--- src/rtl/decode_ctrl_pipe.sv ---
// RV32I decode-stage control with ID/EX control register and EX-stage branch resolution.
// Controls reach E one cycle after D; PCSrcE is combinational from E state; flush beats stall.
module decode_ctrl_pipe #(
  parameter int D_WIDTH     = 32,
  parameter int FULL_BRANCH = 1,
  parameter int CNT_WIDTH   = 16
) (
  input  logic                 clk,
  input  logic                 rst_n,
  input  logic [D_WIDTH-1:0]   InstrD,
  input  logic                 ValidD,
  input  logic                 StallE,
  input  logic                 FlushE,
  input  logic                 ZeroE,
  input  logic                 LtE,
  input  logic                 LtuE,
  output logic [2:0]           ImmSrcD,
  output logic                 RegWriteE,
  output logic [1:0]           ResultSrcE,
  output logic                 MemWriteE,
  output logic                 ALUSrcE,
  output logic                 ALUSrcAE,
  output logic [1:0]           ALUOpE,
  output logic                 JALRctrlE,
  output logic                 ValidE,
  output logic                 IllegalE,
  output logic                 PCSrcE,
  output logic [CNT_WIDTH-1:0] RedirCnt
);

  typedef struct packed {
    logic       reg_write;
    logic [1:0] result_src;
    logic       mem_write;
    logic       alu_src;
    logic       alu_src_a;
    logic [1:0] alu_op;
    logic       jalr;
    logic       valid;
    logic       illegal;
    logic       branch;
    logic       jump;
    logic [2:0] br_fn3;
  } ctrl_t;

  localparam logic [6:0] OP_R     = 7'b0110011;
  localparam logic [6:0] OP_IALU  = 7'b0010011;
  localparam logic [6:0] OP_LOAD  = 7'b0000011;
  localparam logic [6:0] OP_STORE = 7'b0100011;
  localparam logic [6:0] OP_B     = 7'b1100011;
  localparam logic [6:0] OP_JAL   = 7'b1101111;
  localparam logic [6:0] OP_JALR  = 7'b1100111;
  localparam logic [6:0] OP_LUI   = 7'b0110111;
  localparam logic [6:0] OP_AUIPC = 7'b0010111;

  localparam logic [CNT_WIDTH-1:0] CNT_MAX = {CNT_WIDTH{1'b1}};
  localparam logic [CNT_WIDTH-1:0] CNT_ONE = {{(CNT_WIDTH-1){1'b0}}, 1'b1};

  logic [6:0]  w_opcode;
  logic [2:0]  w_fn3;
  logic        w_br_legal;
  logic [2:0]  w_imm_src;
  ctrl_t       w_dec;
  ctrl_t       r_e;
  logic        w_cond;
  logic        w_pcsrc;
  logic [CNT_WIDTH-1:0] r_cnt;
  logic        w_unused_bits;

  assign w_opcode      = InstrD[6:0];
  assign w_fn3         = InstrD[14:12];
  assign w_unused_bits = ^InstrD[D_WIDTH-1:15] ^ ^InstrD[11:7];

  // funct3 010/011 are never branches; the signed/unsigned compares need FULL_BRANCH.
  assign w_br_legal = (w_fn3[2:1] != 2'b01) && ((FULL_BRANCH != 0) || !w_fn3[2]);

  always_comb begin
    w_imm_src = 3'b000;
    w_dec     = '0;
    case (w_opcode)
      OP_R: begin
        w_imm_src       = 3'b111;
        w_dec.alu_op    = 2'b10;
        w_dec.reg_write = 1'b1;
      end
      OP_IALU: begin
        w_dec.alu_src   = 1'b1;
        w_dec.alu_op    = 2'b10;
        w_dec.reg_write = 1'b1;
      end
      OP_LOAD: begin
        w_dec.alu_src    = 1'b1;
        w_dec.result_src = 2'b01;
        w_dec.reg_write  = 1'b1;
      end
      OP_STORE: begin
        w_imm_src       = 3'b001;
        w_dec.alu_src   = 1'b1;
        w_dec.mem_write = 1'b1;
      end
      OP_B: begin
        if (w_br_legal) begin
          w_imm_src    = 3'b010;
          w_dec.alu_op = 2'b01;
          w_dec.branch = 1'b1;
          w_dec.br_fn3 = w_fn3;
        end else begin
          w_dec.illegal = 1'b1;
        end
      end
      OP_JAL: begin
        w_imm_src        = 3'b011;
        w_dec.alu_src    = 1'b1;
        w_dec.result_src = 2'b10;
        w_dec.reg_write  = 1'b1;
        w_dec.jump       = 1'b1;
      end
      OP_JALR: begin
        w_dec.alu_src    = 1'b1;
        w_dec.result_src = 2'b10;
        w_dec.reg_write  = 1'b1;
        w_dec.jump       = 1'b1;
        w_dec.jalr       = 1'b1;
      end
      OP_LUI: begin
        w_imm_src       = 3'b100;
        w_dec.alu_src   = 1'b1;
        w_dec.alu_op    = 2'b11;
        w_dec.reg_write = 1'b1;
      end
      OP_AUIPC: begin
        w_imm_src       = 3'b100;
        w_dec.alu_src   = 1'b1;
        w_dec.alu_src_a = 1'b1;
        w_dec.reg_write = 1'b1;
      end
      default: w_dec.illegal = 1'b1;
    endcase
    w_dec.valid = 1'b1;
  end

  always_comb begin
    w_cond = 1'b0;
    case (r_e.br_fn3)
      3'b000:  w_cond = ZeroE;
      3'b001:  w_cond = !ZeroE;
      3'b100:  w_cond = LtE;
      3'b101:  w_cond = !LtE;
      3'b110:  w_cond = LtuE;
      3'b111:  w_cond = !LtuE;
      default: w_cond = 1'b0;
    endcase
  end

  assign w_pcsrc = r_e.valid & (r_e.jump | (r_e.branch & w_cond));

  // The redirect flushes E itself, so a branch held by StallE cannot redirect twice.
  always_ff @(posedge clk or negedge rst_n) begin
    if (!rst_n) begin
      r_e <= '0;
    end else if (w_pcsrc || FlushE) begin
      r_e <= '0;
    end else if (StallE) begin
      r_e <= r_e;
    end else if (!ValidD) begin
      r_e <= '0;
    end else begin
      r_e <= w_dec;
    end
  end

  always_ff @(posedge clk or negedge rst_n) begin
    if (!rst_n) begin
      r_cnt <= '0;
    end else if (w_pcsrc && (r_cnt != CNT_MAX)) begin
      r_cnt <= r_cnt + CNT_ONE;
    end
  end

  assign ImmSrcD    = w_imm_src;
  assign RegWriteE  = r_e.reg_write;
  assign ResultSrcE = r_e.result_src;
  assign MemWriteE  = r_e.mem_write;
  assign ALUSrcE    = r_e.alu_src;
  assign ALUSrcAE   = r_e.alu_src_a;
  assign ALUOpE     = r_e.alu_op;
  assign JALRctrlE  = r_e.jalr;
  assign ValidE     = r_e.valid;
  assign IllegalE   = r_e.illegal;
  assign PCSrcE     = w_pcsrc;
  assign RedirCnt   = r_cnt;

endmodule

--- config.mk ---
export PLATFORM = sky130hd
export DESIGN_NAME = decode_ctrl_pipe
export DESIGN_NICKNAME = d
export VERILOG_FILES = /design/src/rtl/decode_ctrl_pipe.sv
export SDC_FILE = /design/constraint.sdc
export NUM_CORES = 1
export LEC_CHECK = 0
export CAP_MARGIN = 25
export CORE_ASPECT_RATIO = 1.25
export CORE_UTILIZATION = 43
export CTS_CLUSTER_DIAMETER = 150
export DETAILED_ROUTE_END_ITERATION = 8
export GPL_ROUTABILITY_DRIVEN = 1
export PLACE_DENSITY = 0.8
export SLEW_MARGIN = 0
export SYNTH_ARGS = -nofsm -noshare
export SYNTH_HDL_FRONTEND = slang
export SYNTH_SLANG_ARGS = --single-unit
--- constraint.sdc ---
create_clock -name clk -period 2 [get_ports clk]
set_input_delay 0.2 -clock clk [delete_from_list [all_inputs] [get_ports clk]]
set_output_delay 0.2 -clock clk [all_outputs]
set_load 0.02 [all_outputs]
* Word-level counts from Yosys, hierarchy flattened
Index checks and enable logic that the tools add are counted.
Storage, ports and cells: register bits 32, bits in latches 0, memory bits (writable) 0, ROM bits 0, bits of input ports 40, output and inout port bits 31, memories 0
Cells by class: $add $sub $neg 1, multipliers 0, divide/modulo/power cells 0, order comparisons 0, eq/ne operators 17, shift operators 0, multiplexer cells 21, bitwise gates (word level) 3, reductions and logical operators 12
Operators with widths (number):
- $mux W16 | 3
- $eq A7 B6 Y1 const B | 3
- $eq A7 B7 Y1 const B | 3
- $add A16 B1 Y16 const B | 1
- $ne A16 B16 Y1 const B | 1
- $pmux W3 S5 | 1
- $eq A7 B5 Y1 const B | 2
- $reduce_or A7 Y1 | 2
- $eq A3 B3 Y1 const B | 4
- $mux W1 | 10
- $reduce_or A8 Y1 | 1
- $eq A7 B2 Y1 const B | 1
- $mux W3 | 2
- $pmux W1 S6 | 1
- $pmux W2 S3 | 1
- $reduce_or A2 Y1 | 3
- $ne A2 B1 Y1 const B | 2
- $pmux W2 S2 | 1
- $eq A3 B1 Y1 const B | 1
- $logic_not A1 Y1 | 3
- $logic_not A3 Y1 | 1
- $and A1 B1 Y1 | 2
- $mux W2 | 1
- $pmux W1 S2 | 1
- other kinds (3) | 3

* Logic depth before layout (Yosys ltp)
Gate-level depths: netlist of run 1.
depth in word-level cells 7, gate-level depth with buffers 7, gate-level depth less buffers 5

* Worst setup path before layout of run 1
No wires, ideal clock.
kind register -> register, start point register r_cnt[2], in the netlist RedirCnt[2], end point register r_cnt[1], in the netlist RedirCnt[1], arrival 1771 ps, data required time 1872 ps, setup slack 102 ps, cell stages (with the launch flop) 7, path buffers 1, clock period less this slack 1898 ps, cells stage by stage dfrtp_1 -> and3_2 -> nand3_1 -> o41a_1 -> buf_6 -> nand2_2 -> mux2_1
Between the ends: word-level cells in the longest chain between the ends 2
Ends and longest elaborated chain:
- from (decl) | line 67 | logic [CNT_WIDTH-1:0] r_cnt;
- from (signal assigned) | line 176 | r_cnt <= r_cnt + CNT_ONE;
- $ne A16 B16 Y1 | line 175 | end else if (w_pcsrc && (r_cnt != CNT_MAX)) begin
- $logic_and A1 B1 Y1 | line 175
No other way between the ends. A chain may end at the register's enable or synchronous reset.

* Final worst setup path of run 1
start point register r_e[0] in the netlist's numbering, end point output port PCSrcE
Between the ends: word-level cells in the longest chain between the ends 5, elaborated cells between the ends (all ways) 10, those cells by class eq/ne: 5; mux: 1; bitwise: 3; reduce/logical: 1
Ends and longest elaborated chain:
- from (decl) | line 64 | ctrl_t r_e;
- from (signal assigned) | line 164 | r_e <= r_e;
- from (signal assigned) | line 168 | r_e <= w_dec;
- $eq A3 B3 Y1, or another cell as far along | line 144 | case (r_e.br_fn3)
- $pmux W1 S6 (*) | line 144
- $and A1 B1 Y1 (*) | line 155 | assign w_pcsrc = r_e.valid & (r_e.jump | (r_e.branch & w_cond));
- $or A1 B1 Y1 (*) | line 155
- $and A1 B1 Y1 (*) | line 155
- to (decl) | line 27 | output logic PCSrcE,
Every way passes the cells marked *; elsewhere a longest branch is shown, timed or not.

==> flow_metrics.tcl, run 1 <==
set metrics [dict create \
    status "finished, final reports clean" \
    drtIter0Drc 44 \
    ys_seq_area_share_pct 45.7 \
    clock_tree.buffer_depth 2 \
    ctsResizeCount 5 \
    ys_ff_latch 32 \
    vias 1522 \
    fmaxAchievable_mhz 538 \
    cts_root_buffer "clkbuf_8" \
    start_util_pct 45.5 \
    wl_um 3780 \
    num_rows 25 \
    coreArea_sq_um 3850 \
    yosysUniqueCellTypes 44 \
    drive_gt1_share_pct 18.4 \
    hold_ws_ns 0.311 \
    p_leak_uw 0.000984 \
    yosysWarningCount 0 \
    setup_viol 0 \
    nNetsFinal 280 \
    drc 0 \
    hpwl_um 2900 \
    wire_per_inst_um 12.9 \
    viasPerCell 5.19 \
    highest_layer "met4" \
    path_max_fanout 5 \
    die_y_um 73.3 \
    grt_max_degree 33 \
    critical_path_arrival_ns 1.66 \
    dr_wl_met3_um 206 \
    clk_latency_ns 0.28 \
    cts_made_buffers 5 \
    gp_congestion 0.818 \
    period_share_pct 92.9 \
    final_util_pct 62.8 \
    worstSetupPathType "flip-flop to output pin" \
    ios 71 \
    drtAntennaViolNets 0 \
    syn2layout_area_growth_pct 38.0 \
    tightest_slew_ns 0.401 \
    post_dp_cell_area_sq_um 2340 \
    cts.sinks 32 \
    netlist_instances 179 \
    instances_no_fill 293 \
    cp_data_required_time_ns 1.80 \
    met1_length_um 1580 \
    antenna_found_initial 0 \
    cts_hold_buf 0 \
    syn-num-nets 220 \
    die_area_sq_um 4330 \
    postCtsSetupRepairBufs 0 \
    regArea_sq_um 801 \
    relSlewSlack_pct 73.2 \
    grt_pass1_vias 1487 \
    start_kind "flip-flop" \
    syn_avg_cell_area_sq_um 9.78 \
    fin_area_sq_um 2420 \
    finalWorstPathRequiredPeriod_ns 1.86 \
    hold_violations 0 \
    power.density_nw_per_um2 543 \
    dp.cells 286 \
    multi_input_area_sq_um 848 \
    maxCapViolations 0 \
    finalMaxSlewViolations 0 \
    die_x_um 59.1 \
    firstDrtPassIters 4 \
    rsz0062_at_grt "no" \
    clock_skew_ns 0.00465 \
    gr-total-overflow 0 \
    port_buffers 48 \
    track_usage_pct 20.5 \
    grt_pass1_wl_um 6640 \
    setup.worst_path.end_class "output pin" \
    antennaDiodeCount 0 \
    ff2ff_setup_slack_ns 0.19 \
    h-tree-depth 2 \
    n_fill_cell 342 \
    cts_tree "built" \
    clkTransAtPathRegs_ns 0.06 \
    wl_met2_um 1910 \
    synth_area_sq_um 1750 \
    ir_worst_vdd_v 0.000343 \
    hp-class "input port to async pin" \
]
[cells by family (layout without fill, tap and decap cells)]
group / count (synthesis) / count (layout) / share of synthesized area (%)
AOI/OAI and AO/OA: 32 / 32 / 12.6
xor gates and xnor gates: 17 / 17 / 8.51
and+or+nand+nor: 80 / 80 / 26.0
muxes: 1 / 1 / 0.643
buffers and inverters: 16 / 76 / 5.79
adders and majority gates: 1 / 1 / 0.715
DFF: 32 / 32 / 45.7
[power breakdown]
group | leakage, uW | switching [uW] | internal (uW)
combinational | 0.000487 | 67.7 | 65.4
sequential | 0.000446 | 2.63 | 651
clock | 0.0000503 | 221 | 306
total | 0.000984 | 291 | 1020
[cells in the final DEF, fill, tap and decap left out, types with 2 or more instances in the layout]
cell	instances
a21oi_1	12
clkbuf_8	7
and3_1	5
nand2_1	15
nand3b_1	3
buf_4	17
and4_1	2
dfrtp_1	32
o21a_1	2
and2_1	2
nor4_1	2
nand3_1	13
nand4_1	8
nor2_1	6
a2bb2oi_1	2
o21ai_0	3
nand2b_1	2
or3b_1	2
o21ai_1	2
nor2_2	9
nor3_1	4
clkbuf_2	4
clkdlybuf4s50_1	44
inv_1	4
xnor2_1	17
a22oi_1	2
a32oi_1	2
[area by class of cell]
type,instances,share of cell area (%)
tap,54,2.80
inverter,4,0.621
clock buffer,7,3.99
timing repair buffer,65,24.3
sequential,32,33.1
multi-input combinational,131,35.1
[metal layers]
metal / vias to the layer above / track usage, %
met2: 51 / 35.4
met1: 713 / 23.4
met5: - / 0
met3: 6 / 6.34
li1: 752 / -
met4: 0 / 8.20
[flip-flops by register name (all words and copies together) (netlist names)]
signal      flops
ALUOpE          2
ALUSrcAE        1
ALUSrcE         1
IllegalE        1
JALRctrlE       1
MemWriteE       1
RedirCnt       16
RegWriteE       1
ResultSrcE      2
ValidE          1
r_e             5
[through the flow]
step	setup slack (ns)	total power, uW	TNS [ns]
floorplan	0.102	722	0
global placement	-0.244	799	-0.877
detailed placement	-0.247	800	-0.901
CTS	0.000926	1330	0
global route	0.0442	1370	0
finish	0.142	1310	0
[synthesized netlist by cell type]
master	count	area (sq um)
a21o_1	1	7.51
a21o_4	1	15.0
a21oi_1	12	60.1
a21oi_2	1	8.76
a221o_1	1	10.0
a22oi_1	2	15.0
a2bb2oi_1	2	17.5
a32oi_1	2	17.5
and2_1	2	12.5
and3_1	5	31.3
and3_2	1	7.51
and4_1	2	17.5
buf_2	2	10.0
buf_4	4	30.0
buf_6	3	33.8
clkbuf_1	2	7.51
clkbuf_2	1	5.00
dfrtp_1	32	801
ha_1	1	12.5
inv_1	4	15.0
mux2_1	1	11.3
nand2_1	15	56.3
nand2_2	1	6.26
nand2b_1	2	12.5
nand3_1	13	65.1
nand3b_1	3	22.5
nand4_1	8	50.1
nor2_1	6	22.5
nor2_2	9	56.3
nor2b_1	1	6.26
nor3_1	4	20.0
nor4_1	2	12.5
nor4_2	1	12.5
o211ai_1	1	7.51
o21a_1	2	15.0
o21ai_0	3	15.0
o21ai_1	2	10.0
o2bb2a_1	1	10.0
o41a_1	1	11.3
or3_1	1	6.26
or3b_1	2	17.5
or3b_2	1	8.76
or4_4	1	11.3
xnor2_1	17	149
[path summary, 6_finish.rpt]
| path | from | end | depth (start not counted) |
|---|---|---|---|
| min | rst_n | RedirCnt[15] | 2 |
| max in group asynchronous | rst_n | RedirCnt[4] | 2 |
| min reg2reg | RedirCnt[4] | RedirCnt[4] | 1 |
| max | r_e[0] | PCSrcE | 5 |
| min in group clk | RedirCnt[4] | RedirCnt[4] | 1 |
| max reg2reg | r_e[0] | RedirCnt[1] | 6 |
[worst max-delay path, cell delays in order, from the launching register on]
cell and delay [ns]:
dfrtp_1 0.43, xnor2_1 0.18, o21ai_1 0.08, a221o_1 0.37, and2_1 0.16, clkbuf_2 0.15
(Power assumes the default switching activity.)
==> inputs of run 2 (changes only) <==
--- a/config.mk
+++ b/config.mk
@@ -5,13 +5,12 @@
 export SDC_FILE = /design/constraint.sdc
 export NUM_CORES = 1
 export LEC_CHECK = 0
-export CAP_MARGIN = 25
 export CORE_ASPECT_RATIO = 1.25
 export CORE_UTILIZATION = 43
 export CTS_CLUSTER_DIAMETER = 150
 export DETAILED_ROUTE_END_ITERATION = 8
 export GPL_ROUTABILITY_DRIVEN = 1
-export PLACE_DENSITY = 0.8
+export PLACE_DENSITY = 0.9
 export SLEW_MARGIN = 0
 export SYNTH_ARGS = -nofsm -noshare
 export SYNTH_HDL_FRONTEND = slang
==> flow_metrics.tcl, run 2 (synthesized netlist as in run 1, its figures left out) <==
set metrics [dict create \
    r2r_cells 5 \
    vias 1569 \
    finalMaxSlewViolations 0 \
    h-tree-depth 2 \
    rsz0062_at_grt "no" \
    p_comb_share_pct 11.2 \
    mostFrequentLayoutCells "clkdlybuf4s50_1, dfrtp_1, buf_4" \
    layout_commonest_cell "clkdlybuf4s50_1" \
    swShare_pct 22.8 \
    cts_made_buffers 5 \
    drive_gt1_share_pct 18.1 \
    cts_hold_buf 0 \
    gp_congestion 0.899 \
    p_leak_uw 0.000973 \
    num_rows 25 \
    coreArea_sq_um 3850 \
    ios 71 \
    clk_latency_ns 0.28 \
    clkTransAtPathRegs_ns 0.06 \
    track_usage_pct 21.5 \
    cp_data_required_time_ns 1.80 \
    hp-class "input port to async pin" \
    viasPerCell 5.37 \
    setup_tns_ns 0 \
    wl_um 4070 \
    grt_pass1_wl_um 6830 \
    ff2ff_setup_slack_ns 0.20 \
    hold_ws_ns 0.325 \
    cts.sinks 32 \
    finalWorstPathRequiredPeriod_ns 1.89 \
    clock_tree.buffer_depth 2 \
    firstDrtPassIters 4 \
    period_share_pct 94.4 \
    setup_viol 0 \
    status "finished, final reports clean" \
    critical_path_arrival_ns 1.69 \
    fmaxAchievable_mhz 529 \
    regArea_sq_um 801 \
    maxCapViolations 0 \
    grt_pass1_vias 1516 \
    total_power_uw 1220 \
    die_x_um 59.1 \
    rr_endpoint "RedirCnt[1]" \
    antenna_found_initial 0 \
    syn2layout_area_growth_pct 37.2 \
    clockPowerShare_pct 35.2 \
    die_area_sq_um 4330 \
    die_y_um 73.3 \
    drtAntennaViolNets 0 \
    drc 0 \
    p_int_uw 941 \
    tightest_slew_ns 0.402 \
    grt_max_degree 33 \
    hold_violations 0 \
    setup.worst_path.end_class "output pin" \
    start_kind "input port" \
    largest_reg_flops 16 \
    multi_input_area_sq_um 848 \
    start_util_pct 45.5 \
    power.density_nw_per_um2 507 \
    gr-total-overflow 0 \
    cts_tree "built" \
    seq_power_share_pct 53.6 \
    relSlewSlack_pct 73.2 \
    cts_root_buffer "clkbuf_8" \
    antennaDiodeCount 0 \
    n_fill_cell 336 \
    r2r-start "RedirCnt[2]" \
    switchingPower_uw 277 \
    clock_skew_ns 0.00262 \
    ir_worst_vdd_v 0.000364 \
    postCtsSetupRepairBufs 0 \
    path_max_fanout 4 \
    worstSetupPathType "input port to output pin" \
    nNetsFinal 281 \
    port_buffers 48 \
    drtIter0Drc 84 \
    hpwl_um 3060 \
    wire_per_inst_um 13.9 \
]
## run 2: changes by cell type in the layout (fill, tap and decap cells not counted)
| cell | delta |
|---|---|
| clkbuf_2 | -1 |
| buf_4 | +1 |
| clkbuf_8 | -2 |
| o21ai_0 | -1 |
| clkdlybuf4s15_2 | +1 |
| o21ai_1 | +1 |
## run 2: area by class of cell
class	count	share of cell area, %
timing repair buffer	66	25.1
multi-input combinational	131	35.3
sequential	32	33.3
clock buffer	5	2.86
inverter	4	0.625
tap	54	2.81
## run 2: how the worst max path moves through the flow
stage                            from     endpoint  slack [ns]  depth (start not counted)
after floorplan           RedirCnt[2]  RedirCnt[1]        0.10                          6
after global placement      InstrD[1]   ImmSrcD[1]       -0.25                          5
after detailed placement    InstrD[1]   ImmSrcD[0]       -0.30                          5
after CTS                      r_e[0]       PCSrcE       0.004                          5
after global routing        InstrD[1]   ImmSrcD[0]       0.009                          5
final                       InstrD[1]   ImmSrcD[0]        0.11                          5
## run 2: layer usage
layer,global-route usage [%],share of wire (%)
met5,0,0
met4,11.1,1.7
met3,6.34,5.8
met2,38.1,53
met1,22.8,40
## run 2: worst max-delay path, cell delays in order
cell	delay [ns]
clkdlybuf4s50_1	0.48
nand2_1	0.11
or4_4	0.45
o21ai_1	0.16
clkdlybuf4s15_2	0.28
## run 2: power groups by stage
| stage | Sequential [uW] | Combinational, uW | Clock, uW |
|---|---|---|---|
| 2_1_floorplan | 669 | 53.8 | 0 |
| 3_3_place_gp | 665 | 135 | 0 |
| 3_5_place_dp | 665 | 137 | 0 |
| 4_1_cts | 654 | 137 | 441 |
| 5_1_grt | 653 | 149 | 471 |
| 6_report | 654 | 136 | 429 |
## run 2: what timing repair did
item                                    4_1_cts  5_1_grt
pin swaps                                     0        1
hold endpoints to repair                      0        0
resized for setup                             8        6
endpoints found under the setup margin        4        4
## run 2: metrics by stage
step	std cells	util, %	area [sq um]	worst slack (ns)
after floorplan	179	-	1750	0.102
final	292	62.4	2400	0.111
after detailed placement	287	61.0	2350	-0.297
after global routing	292	62.4	2400	0.00855
after global placement	287	61.0	2350	-0.250
after CTS	292	62.8	2410	0.00409
